`src/rtl/uart_move_pkg.sv`:
```
// Shared definitions for the Gobang move frame codec: frame header byte,
// receive/transmit state encodings and the frame checksum helper.
package uart_move_pkg;

    localparam logic [7:0] MOVE_HDR = 8'hA5;

    typedef enum logic [1:0] {
        RX_HUNT    = 2'd0,
        RX_GET_X   = 2'd1,
        RX_GET_Y   = 2'd2,
        RX_GET_SUM = 2'd3
    } rx_state_e;

    typedef enum logic [2:0] {
        TX_IDLE = 3'd0,
        TX_HDR  = 3'd1,
        TX_SX   = 3'd2,
        TX_SY   = 3'd3,
        TX_SUM  = 3'd4
    } tx_state_e;

    // Frame checksum: header XOR x XOR y.
    function automatic logic [7:0] move_checksum(input logic [7:0] x, input logic [7:0] y);
        return MOVE_HDR ^ x ^ y;
    endfunction

endpackage

```
`src/rtl/uart_move_tx_framer.sv`:
```
// Transmit side of the move codec: latches a move, then writes the four
// frame bytes into the transmit FIFO, stalling whenever the FIFO is full.
module uart_move_tx_framer #(
    parameter int COORD_W = 4
) (
    input  logic               sys_clk,
    input  logic               sys_rst,
    input  logic               tx_send,
    input  logic [COORD_W-1:0] tx_x,
    input  logic [COORD_W-1:0] tx_y,
    input  logic               txd_full,
    output logic [7:0]         txd_data,
    output logic               txd_wr_en,
    output logic               tx_ready
);
    import uart_move_pkg::*;

    tx_state_e  state_q, state_d;
    logic [7:0] x_q, x_d;
    logic [7:0] y_q, y_d;

    // Next-state logic: accept a move only when idle, advance one byte per accepted write.
    always_comb begin
        state_d = state_q;
        x_d     = x_q;
        y_d     = y_q;
        case (state_q)
            TX_IDLE: begin
                if (tx_send) begin
                    x_d     = 8'(tx_x);
                    y_d     = 8'(tx_y);
                    state_d = TX_HDR;
                end else begin
                    state_d = TX_IDLE;
                end
            end
            TX_HDR: begin
                if (!txd_full) state_d = TX_SX;  else state_d = TX_HDR;
            end
            TX_SX: begin
                if (!txd_full) state_d = TX_SY;  else state_d = TX_SX;
            end
            TX_SY: begin
                if (!txd_full) state_d = TX_SUM; else state_d = TX_SY;
            end
            TX_SUM: begin
                if (!txd_full) state_d = TX_IDLE; else state_d = TX_SUM;
            end
            default: state_d = TX_IDLE;
        endcase
    end

    // Byte selection for the current frame position; zero while idle.
    always_comb begin
        txd_data = 8'h00;
        case (state_q)
            TX_HDR:  txd_data = MOVE_HDR;
            TX_SX:   txd_data = x_q;
            TX_SY:   txd_data = y_q;
            TX_SUM:  txd_data = move_checksum(x_q, y_q);
            default: txd_data = 8'h00;
        endcase
    end

    // The write strobe follows txd_full in the same cycle so no byte is ever pushed into a full FIFO.
    assign txd_wr_en = (state_q != TX_IDLE) && !txd_full;
    assign tx_ready  = (state_q == TX_IDLE);

    // State and latched coordinate registers with synchronous reset.
    always_ff @(posedge sys_clk) begin
        if (sys_rst) begin
            state_q <= TX_IDLE;
            x_q     <= 8'h00;
            y_q     <= 8'h00;
        end else begin
            state_q <= state_d;
            x_q     <= x_d;
            y_q     <= y_d;
        end
    end

endmodule

```
`src/rtl/uart_move_link.sv`:
```
// Gobang move frame codec between the UART FIFO wrapper and the game logic.
// Receive: drains the RX FIFO one byte per two cycles, parses A5/x/y/sum
// frames and reports validated moves. Transmit: see uart_move_tx_framer.
// Optional macro UART_MOVE_TIMEOUT_EN adds an inter-byte timeout that drops
// a stalled partial frame and counts it as an error.
module uart_move_link #(
    parameter int BOARD_SIZE     = 15,
    parameter int COORD_W        = 4,
    parameter int TIMEOUT_CYCLES = 1_000_000
) (
    input  logic               sys_clk,
    input  logic               sys_rst,
    input  logic [7:0]         rxd_data,
    input  logic               rxd_empty,
    output logic               rxd_rd_en,
    output logic [7:0]         txd_data,
    output logic               txd_wr_en,
    input  logic               txd_full,
    output logic               rx_valid,
    output logic [COORD_W-1:0] rx_x,
    output logic [COORD_W-1:0] rx_y,
    output logic [7:0]         rx_err_cnt,
    input  logic               tx_send,
    input  logic [COORD_W-1:0] tx_x,
    input  logic [COORD_W-1:0] tx_y,
    output logic               tx_ready
);
    import uart_move_pkg::*;

    localparam logic [7:0] BOARD_LIM = 8'(BOARD_SIZE);

    logic               rd_en_q, rd_en_d;
    logic               dv_q;
    rx_state_e          rx_state_q, rx_state_d;
    logic [7:0]         x_buf_q, x_buf_d;
    logic [7:0]         y_buf_q, y_buf_d;
    logic [COORD_W-1:0] rx_x_q, rx_x_d;
    logic [COORD_W-1:0] rx_y_q, rx_y_d;
    logic               rx_valid_q, rx_valid_d;
    logic [7:0]         err_cnt_q, err_cnt_d;
    logic               err_inc_s;
    logic               frame_ok_s;
    logic               timeout_s;

`ifdef UART_MOVE_TIMEOUT_EN
    localparam int TO_W = $clog2(TIMEOUT_CYCLES + 1);
    logic [TO_W-1:0] to_cnt_q, to_cnt_d;

    // Inter-byte timer: restarts on every sampled byte, runs only inside a frame.
    always_comb begin
        to_cnt_d  = '0;
        timeout_s = 1'b0;
        if (dv_q) begin
            to_cnt_d = '0;
        end else if (rx_state_q != RX_HUNT) begin
            if (to_cnt_q == TO_W'(TIMEOUT_CYCLES - 1)) begin
                timeout_s = 1'b1;
                to_cnt_d  = '0;
            end else begin
                to_cnt_d = to_cnt_q + TO_W'(1);
            end
        end else begin
            to_cnt_d = '0;
        end
    end

    // Timer register.
    always_ff @(posedge sys_clk) begin
        if (sys_rst) to_cnt_q <= '0;
        else         to_cnt_q <= to_cnt_d;
    end
`else
    // Without the timer a partial frame simply waits; the length is kept only for interface parity.
    localparam int unused_timeout_cycles = TIMEOUT_CYCLES;
    assign timeout_s = 1'b0;
`endif

    // A frame is good only if the checksum matches and both full 8-bit coordinates are on the board.
    assign frame_ok_s = (rxd_data == move_checksum(x_buf_q, y_buf_q)) &&
                        (x_buf_q < BOARD_LIM) && (y_buf_q < BOARD_LIM);

    // Read strobe: one read in flight at a time; a strobe this cycle blocks the next one.
    always_comb begin
        if (!rxd_empty && !rd_en_q) rd_en_d = 1'b1;
        else                        rd_en_d = 1'b0;
    end

    // Receive parser: consumes a byte on the cycle after its read strobe.
    always_comb begin
        rx_state_d = rx_state_q;
        x_buf_d    = x_buf_q;
        y_buf_d    = y_buf_q;
        rx_x_d     = rx_x_q;
        rx_y_d     = rx_y_q;
        rx_valid_d = 1'b0;
        err_inc_s  = 1'b0;
        if (dv_q) begin
            case (rx_state_q)
                RX_HUNT: begin
                    if (rxd_data == MOVE_HDR) rx_state_d = RX_GET_X;
                    else                      rx_state_d = RX_HUNT;
                end
                RX_GET_X: begin
                    x_buf_d    = rxd_data;
                    rx_state_d = RX_GET_Y;
                end
                RX_GET_Y: begin
                    y_buf_d    = rxd_data;
                    rx_state_d = RX_GET_SUM;
                end
                RX_GET_SUM: begin
                    if (frame_ok_s) begin
                        rx_x_d     = x_buf_q[COORD_W-1:0];
                        rx_y_d     = y_buf_q[COORD_W-1:0];
                        rx_valid_d = 1'b1;
                    end else begin
                        err_inc_s  = 1'b1;
                    end
                    rx_state_d = RX_HUNT;
                end
                default: rx_state_d = RX_HUNT;
            endcase
        end else if (timeout_s) begin
            err_inc_s  = 1'b1;
            rx_state_d = RX_HUNT;
        end else begin
            rx_state_d = rx_state_q;
        end
    end

    // Rejected-frame counter saturates at 255.
    always_comb begin
        if (err_inc_s && (err_cnt_q != 8'hFF)) err_cnt_d = err_cnt_q + 8'd1;
        else                                   err_cnt_d = err_cnt_q;
    end

    // Receive-side registers with synchronous reset; a reset drops any partial frame and pending read.
    always_ff @(posedge sys_clk) begin
        if (sys_rst) begin
            rd_en_q    <= 1'b0;
            dv_q       <= 1'b0;
            rx_state_q <= RX_HUNT;
            x_buf_q    <= 8'h00;
            y_buf_q    <= 8'h00;
            rx_x_q     <= '0;
            rx_y_q     <= '0;
            rx_valid_q <= 1'b0;
            err_cnt_q  <= 8'h00;
        end else begin
            rd_en_q    <= rd_en_d;
            dv_q       <= rd_en_q;
            rx_state_q <= rx_state_d;
            x_buf_q    <= x_buf_d;
            y_buf_q    <= y_buf_d;
            rx_x_q     <= rx_x_d;
            rx_y_q     <= rx_y_d;
            rx_valid_q <= rx_valid_d;
            err_cnt_q  <= err_cnt_d;
        end
    end

    assign rxd_rd_en  = rd_en_q;
    assign rx_valid   = rx_valid_q;
    assign rx_x       = rx_x_q;
    assign rx_y       = rx_y_q;
    assign rx_err_cnt = err_cnt_q;

    uart_move_tx_framer #(
        .COORD_W (COORD_W)
    ) u_tx_framer (
        .sys_clk   (sys_clk),
        .sys_rst   (sys_rst),
        .tx_send   (tx_send),
        .tx_x      (tx_x),
        .tx_y      (tx_y),
        .txd_full  (txd_full),
        .txd_data  (txd_data),
        .txd_wr_en (txd_wr_en),
        .tx_ready  (tx_ready)
    );

endmodule

```
`config.mk`:
```
export PLATFORM = sky130hd
export DESIGN_NAME = uart_move_link
export DESIGN_NICKNAME = d
export VERILOG_FILES = /design/src/rtl/uart_move_pkg.sv /design/src/rtl/uart_move_tx_framer.sv /design/src/rtl/uart_move_link.sv
export SDC_FILE = /design/constraint.sdc
export NUM_CORES = 1
export LEC_CHECK = 0
export ABC_AREA = 0
export BUFFER_PORTS_ARGS = -buffer_cell sky130_fd_sc_hd__buf_4
export CAP_MARGIN = 0
export CORE_MARGIN = 5
export CORE_UTILIZATION = 49
export DETAILED_ROUTE_END_ITERATION = 7
export HOLD_SLACK_MARGIN = 0.12
export PLACE_DENSITY = 0.75
export SYNTH_ARGS = -nofsm -noshare
export SYNTH_HDL_FRONTEND = slang
export SYNTH_SLANG_ARGS = --single-unit
```
`constraint.sdc`:
```
create_clock -name sys_clk -period 2.01 [get_ports sys_clk]
set_clock_uncertainty 0.05 [all_clocks]
set_input_delay 0.402 -clock sys_clk [delete_from_list [all_inputs] [get_ports sys_clk]]
set_output_delay 0.402 -clock sys_clk [all_outputs]
set_load 0.005 [all_outputs]
```
== Word level (Yosys, flattened, before mapping) ==
Index checks and enable logic that the tools add are counted.

* Add/sub/neg operators: 1
* $lt $le $gt $ge: 2
* Equality and inequality tests: 10
* Muxes and demuxes: 14
* Bitwise gates (word level): 6
* Reductions and logical operators: 16

{| class="wikitable"
|+ Operators with widths
! cell !! number
|-
| $pmux 8 s4 || 1
|-
| $lt 8x4->1 const B || 2
|-
| $pmux 3 s5 || 1
|-
| $add 8x1->8 const B || 1
|-
| $eq 8x8->1 || 1
|-
| $eq 8x8->1 const B || 1
|-
| $mux 1 || 8
|-
| $ne 8x8->1 const B || 1
|-
| $pmux 2 s4 || 1
|-
| $xor 8x4->8 || 1
|-
| $xor 8x8->8 || 1
|-
| $eq 3x2->1 const B || 2
|-
| $mux 3 || 2
|-
| $reduce_and 2->1 || 3
|-
| $logic_and 1x1->1 || 5
|-
| $eq 2x2->1 const B || 2
|-
| $not 2->4 || 1
|-
| $not 4->4 || 1
|-
| $eq 3x1->1 const B || 1
|-
| $eq 3x3->1 const B || 1
|-
| $logic_not 1->1 || 3
|-
| $logic_not 3->1 || 1
|-
| $reduce_and 3->1 || 1
|-
| $reduce_bool 3->1 || 1
|-
| other kinds (5) || 6
|}

* Register bits: 48
* Input port bits: 21
* Output and inout port bits: 28
* Logic and storage cells: 61

== Depth between registers and ports, before layout ==
* Depth after elaboration: 9
* Depth in mapped cells: 6
* Mapped depth without buffers: 5

== By module ==
Synthesis repeated with hierarchy kept, for this count alone.

* Cells, all modules: 288
* Area total of the unflattened synthesis: 2426.1 um^2

{| class="wikitable"
|+ Modules (own cells, without submodules)
! module !! times used !! cells an instance !! area an instance (um^2) !! seq. area each (um^2)
|-
| uart_move_link || 1 || 200 || 1764.2 || 740.7
|-
| uart_move_tx_framer || 1 || 88 || 661.9 || 220.2
|}

== Worst setup path before layout ==
OpenSTA, ideal clock, no wires.

* Path type: input-to-reg
* Start: input port rxd_data[7]
* End: register rx_y_q[0] (netlist: rx_y[0])
* Arrival time: 1925 ps
* Data required time: 1826 ps
* Setup slack: -99 ps
* Cell stages on the path: 6
* Path buffers: 1
* Cells stage by stage: xnor3_1 or3_4 or4_4 buf_6 o21ai_1 a21oi_1

* Longest elaborated chain between the ends: 4

{| class="wikitable"
|+ RTL lines
! what !! RTL line !! RTL
|-
| start: declaration || uart_move_link.sv:13 || <nowiki>input logic [7:0] rxd_data,</nowiki>
|-
| $eq 8x8->1 || uart_move_link.sv:79 || <nowiki>assign frame_ok_s = (rxd_data == move_checksum(x_buf_q, y_buf_q)) &&</nowiki>
|-
| $logic_and 1x1->1 || uart_move_link.sv:79 ||
|-
| $logic_and 1x1->1 || uart_move_link.sv:80 || <nowiki>(x_buf_q < BOARD_LIM) && (y_buf_q < BOARD_LIM);</nowiki>
|-
| $reduce_and 3->1 (no line) || n/a ||
|-
| end signal: assignment || uart_move_link.sv:156 || <nowiki>rx_y_q <= rx_y_d;</nowiki>
|-
| end: declaration || uart_move_link.sv:38 || <nowiki>logic [COORD_W-1:0] rx_y_q, rx_y_d;</nowiki>
|}

Every way passes these cells.
A chain may end at the register's enable or synchronous reset.

== Worst setup path after layout ==
* Start: register y_buf_q[3]
* End: register err_cnt_q[3] (netlist: rx_err_cnt[3])

* Longest elaborated chain between the ends: 8
* Elaborated cells between the ends (all ways): 9
* Classes of those cells: order compare (1); eq/ne (1); mux (3); bitwise (1); reduce/logical (3)

{| class="wikitable"
|+ RTL lines
! what !! RTL line !! RTL
|-
| start: declaration || uart_move_link.sv:36 || <nowiki>logic [7:0] y_buf_q, y_buf_d;</nowiki>
|-
| start signal: assignment || uart_move_link.sv:154 || <nowiki>y_buf_q <= y_buf_d;</nowiki>
|-
| branches (longest 3 deep; another with $lt 8x4->1) || n/a ||
|-
| $logic_and 1x1->1 * || uart_move_link.sv:80 ||
|-
| $mux 1 * || uart_move_link.sv:112 || <nowiki>if (frame_ok_s) begin</nowiki>
|-
| $mux 1 * || uart_move_link.sv:98 || <nowiki>case (rx_state_q)</nowiki>
|-
| $mux 1 * || uart_move_link.sv:97 || <nowiki>if (dv_q) begin</nowiki>
|-
| $logic_and 1x1->1 * || uart_move_link.sv:133 || <nowiki>if (err_inc_s && (err_cnt_q != 8'hFF)) err_cnt_d = err_cnt_q + 8'd1;</nowiki>
|-
| end signal: assignment || uart_move_link.sv:158 || <nowiki>err_cnt_q <= err_cnt_d;</nowiki>
|-
| end: declaration || uart_move_link.sv:40 || <nowiki>logic [7:0] err_cnt_q, err_cnt_d;</nowiki>
|}

Mark *: on every way between the ends.

==> impl_metrics.toml <==
[worst_setup_path]
critPathMaxFanout = 7
cp-startpoint = "y_buf_q[3]"
required_ns = 2.14
path_class = "reg2reg"
worstSetupStartpointType = "flip-flop"
crit_path_end_kind = "flip-flop"
critPathArrivalTime_ns = 2.19
r2r-start = "y_buf_q[3]"
rr_worst_depth = 7
endpoint = "rx_err_cnt[3]"
reg2reg_to = "rx_err_cnt[3]"
rrSetupSlack_ns = -0.05

[grt]
antenna_found_initial = 0
grt_pass1_wl_um = 9280
grt_max_degree = 40
grt_pass1_vias = 2000
overflow = 0
track_usage = 0.184

[finish]
stdcell_count = 421
fin_nets = 379
syn_to_final_growth_pct = 35.9
layout_commonest_cell = "buf_4"
final_cell_mix = "77 x buf_4, 43 x nand2_1, 37 x dfxtp_1, 34 x a21oi_1, 28 x nand3_1"
diodes = 0
fillers = 406
drive_gt1_frac = 0.370
final_cell_area_sq_um = 3280

[sta]
finalHoldViolations = 0
grt_setup_unrepaired = "true"
setup_viol = 9
relSlewSlack = 0.615
drv_slew = 0
worst_slack_ns = -0.0477
finalCritPeriodShare = 1.02
fmax_ghz = 0.486
period_needed_ns = 2.06
worst_slew_pin_slew_ns = 0.578
whs_ns = 0.207

[job]
maxCapViolations = 0

[clocking]
cts_tree = "built"
cts_hold_buf = 0
clk_pin_slew_ns = 0.09
clock-sinks = 48
htreeDepth = 2
cts_max_path_buffers = 2
cts-root-buf = "clkbuf_8"
insertion_delay_ns = 0.29
cts_buffers = 5

[pwr]
power.density_nw_per_um2 = 549
power_mw = 1.80
peakVddDrop_v = 0.000411
p_leak_nw = 1.29

[die]
die_area_sq_um = 6420
initial_utilization = 0.507
ioPinCount = 49
coreArea_sq_um = 4750
die_y_um = 80.1
rows = 25
die-width_um = 80.1

[place]
placed_cells = 407
dpl_cell_area_sq_um = 2970
hpwl_um = 4100
gp_congestion = 0.819
post-place-ws_ns = -0.247
port_buffers = 46

[routing]
dr.first_iter.drc_count = 182
first_pass_iters = 5
remaining_drc_errors = 0
antenna_left = 0
wl_per_cell_um = 14.2
vias = 2285
vias_per_cell = 5.43
routed_wl_um = 5990

[synthesis]
syn-cell-area_sq_um = 2410
synthCells = 283
synthFlopType = "dfxtp_1"
synthArstFlopShare = 0
yosysUniqueCellTypes = 42
synth_warnings = 0
ys_ff_latch = 48
synth_area_per_cell_sq_um = 8.52
synth.yosys.seq_area_share = 0.399
synth_edf_count = 0

[run_status]
outcome = "finished, violations left"
violations = "negative setup slack"

[hold_path]
hold_class = "in2reg"
==> critical path, stage by stage (launching register included) <==
cell and delay (ns):
dfxtp_1 0.32, xnor3_1 0.40, nand4_1 0.16, buf_4 0.18, nor4_4 0.27, buf_12 0.18
nor3_1 0.06, mux2_1 0.32
==> final cells by class <==
type | instances | area, sq um | area share
Clock buffer | 6 | 82.6 | 0.0252
Clock inverter | 2 | 10.0 | 0.00306
Inverter | 4 | 15.0 | 0.00458
Multi-Input combinational cell | 215 | 1500 | 0.456
Sequential cell | 48 | 980 | 0.299
Tap cell | 67 | 83.8 | 0.0256
Timing Repair Buffer | 79 | 609 | 0.186
==> synthesized netlist by cell type, drive strengths merged (6+ instances only) <==
cell type,n,area [sq um]
clkbuf,11,41.3
mux2,7,78.8
nor2,16,62.6
nand2,45,176
a21oi,37,185
xnor3,6,135
nand3,29,145
o21ai,13,65.1
nor3,8,45.0
nor2b,8,50.1
buf,7,45.0
dfxtp,48,961
==> sequential cells by signal, indices dropped and copies added (netlist names) <==
signal and flops:
u_tx_framer.y_q 4, rx_state_q 2, rx_y 4, u_tx_framer.x_q 4, u_tx_framer.state_q 3, rx_err_cnt 8
x_buf_q 8, rx_valid 1, rx_x 4, dv_q 1, y_buf_q 8, rxd_rd_en 1
==> logic make-up after synthesis <==
family | after synthesis | share of synthesized area
simple gates | 133 | 0.292
compound gates | 57 | 0.130
flops | 48 | 0.399
buf+inv | 22 | 0.0420
mux | 9 | 0.0410
xor+xnor | 8 | 0.0695
fa+ha+maj | 5 | 0.0259
other cells | 1 | 0.00156
==> through the flow <==
step / utilization / setup TNS [ns]
floorplan: - / -1.31
global placement: 0.625 / -3.27
detailed placement: 0.625 / -3.70
CTS: 0.656 / -0.0568
global route: 0.689 / -0.685
finish: 0.689 / -0.251
==> how the worst min path moves through the flow <==
| stage | from | end | cells after the start |
|---|---|---|---|
| 2_1_floorplan | rxd_rd_en | rxd_rd_en | 1 |
| 3_3_place_gp | rxd_rd_en | rxd_rd_en | 1 |
| 3_5_place_dp | rxd_rd_en | rxd_rd_en | 1 |
| 4_1_cts | rxd_empty | rxd_rd_en | 2 |
| 5_1_grt | rxd_empty | rxd_rd_en | 2 |
| 6_report | rxd_empty | rxd_rd_en | 2 |
==> timing repair <==
| item | 4_1_cts | 5_1_grt |
|---|---|---|
| pin swaps | 10 | 10 |
| setup buffers | 1 | 5 |
| cloned | 1 | 0 |
| resized for setup | 13 | 31 |
| setup endpoints to repair | 20 | 20 |
==> per-layer routing <==
| metal | part of all wire | vias to the layer above | track usage | wire [um] |
|---|---|---|---|---|
| met5 | 0 | - | 0 | 0 |
| met4 | 0.0038 | 0 | 0.0541 | 23 |
| met3 | 0.055 | 6 | 0.0404 | 332 |
| met2 | 0.49 | 64 | 0.284 | 2950 |
| met1 | 0.45 | 1074 | 0.255 | 2680 |
| li1 | - | 1141 | - | - |
==> where the power goes <==
part	internal [mW]	total, mW	switching [mW]
clock network	0.275	0.588	0.313
registers	0.968	0.986	0.0184
logic	0.115	0.224	0.109
Power figures use the tool's default switching activity.
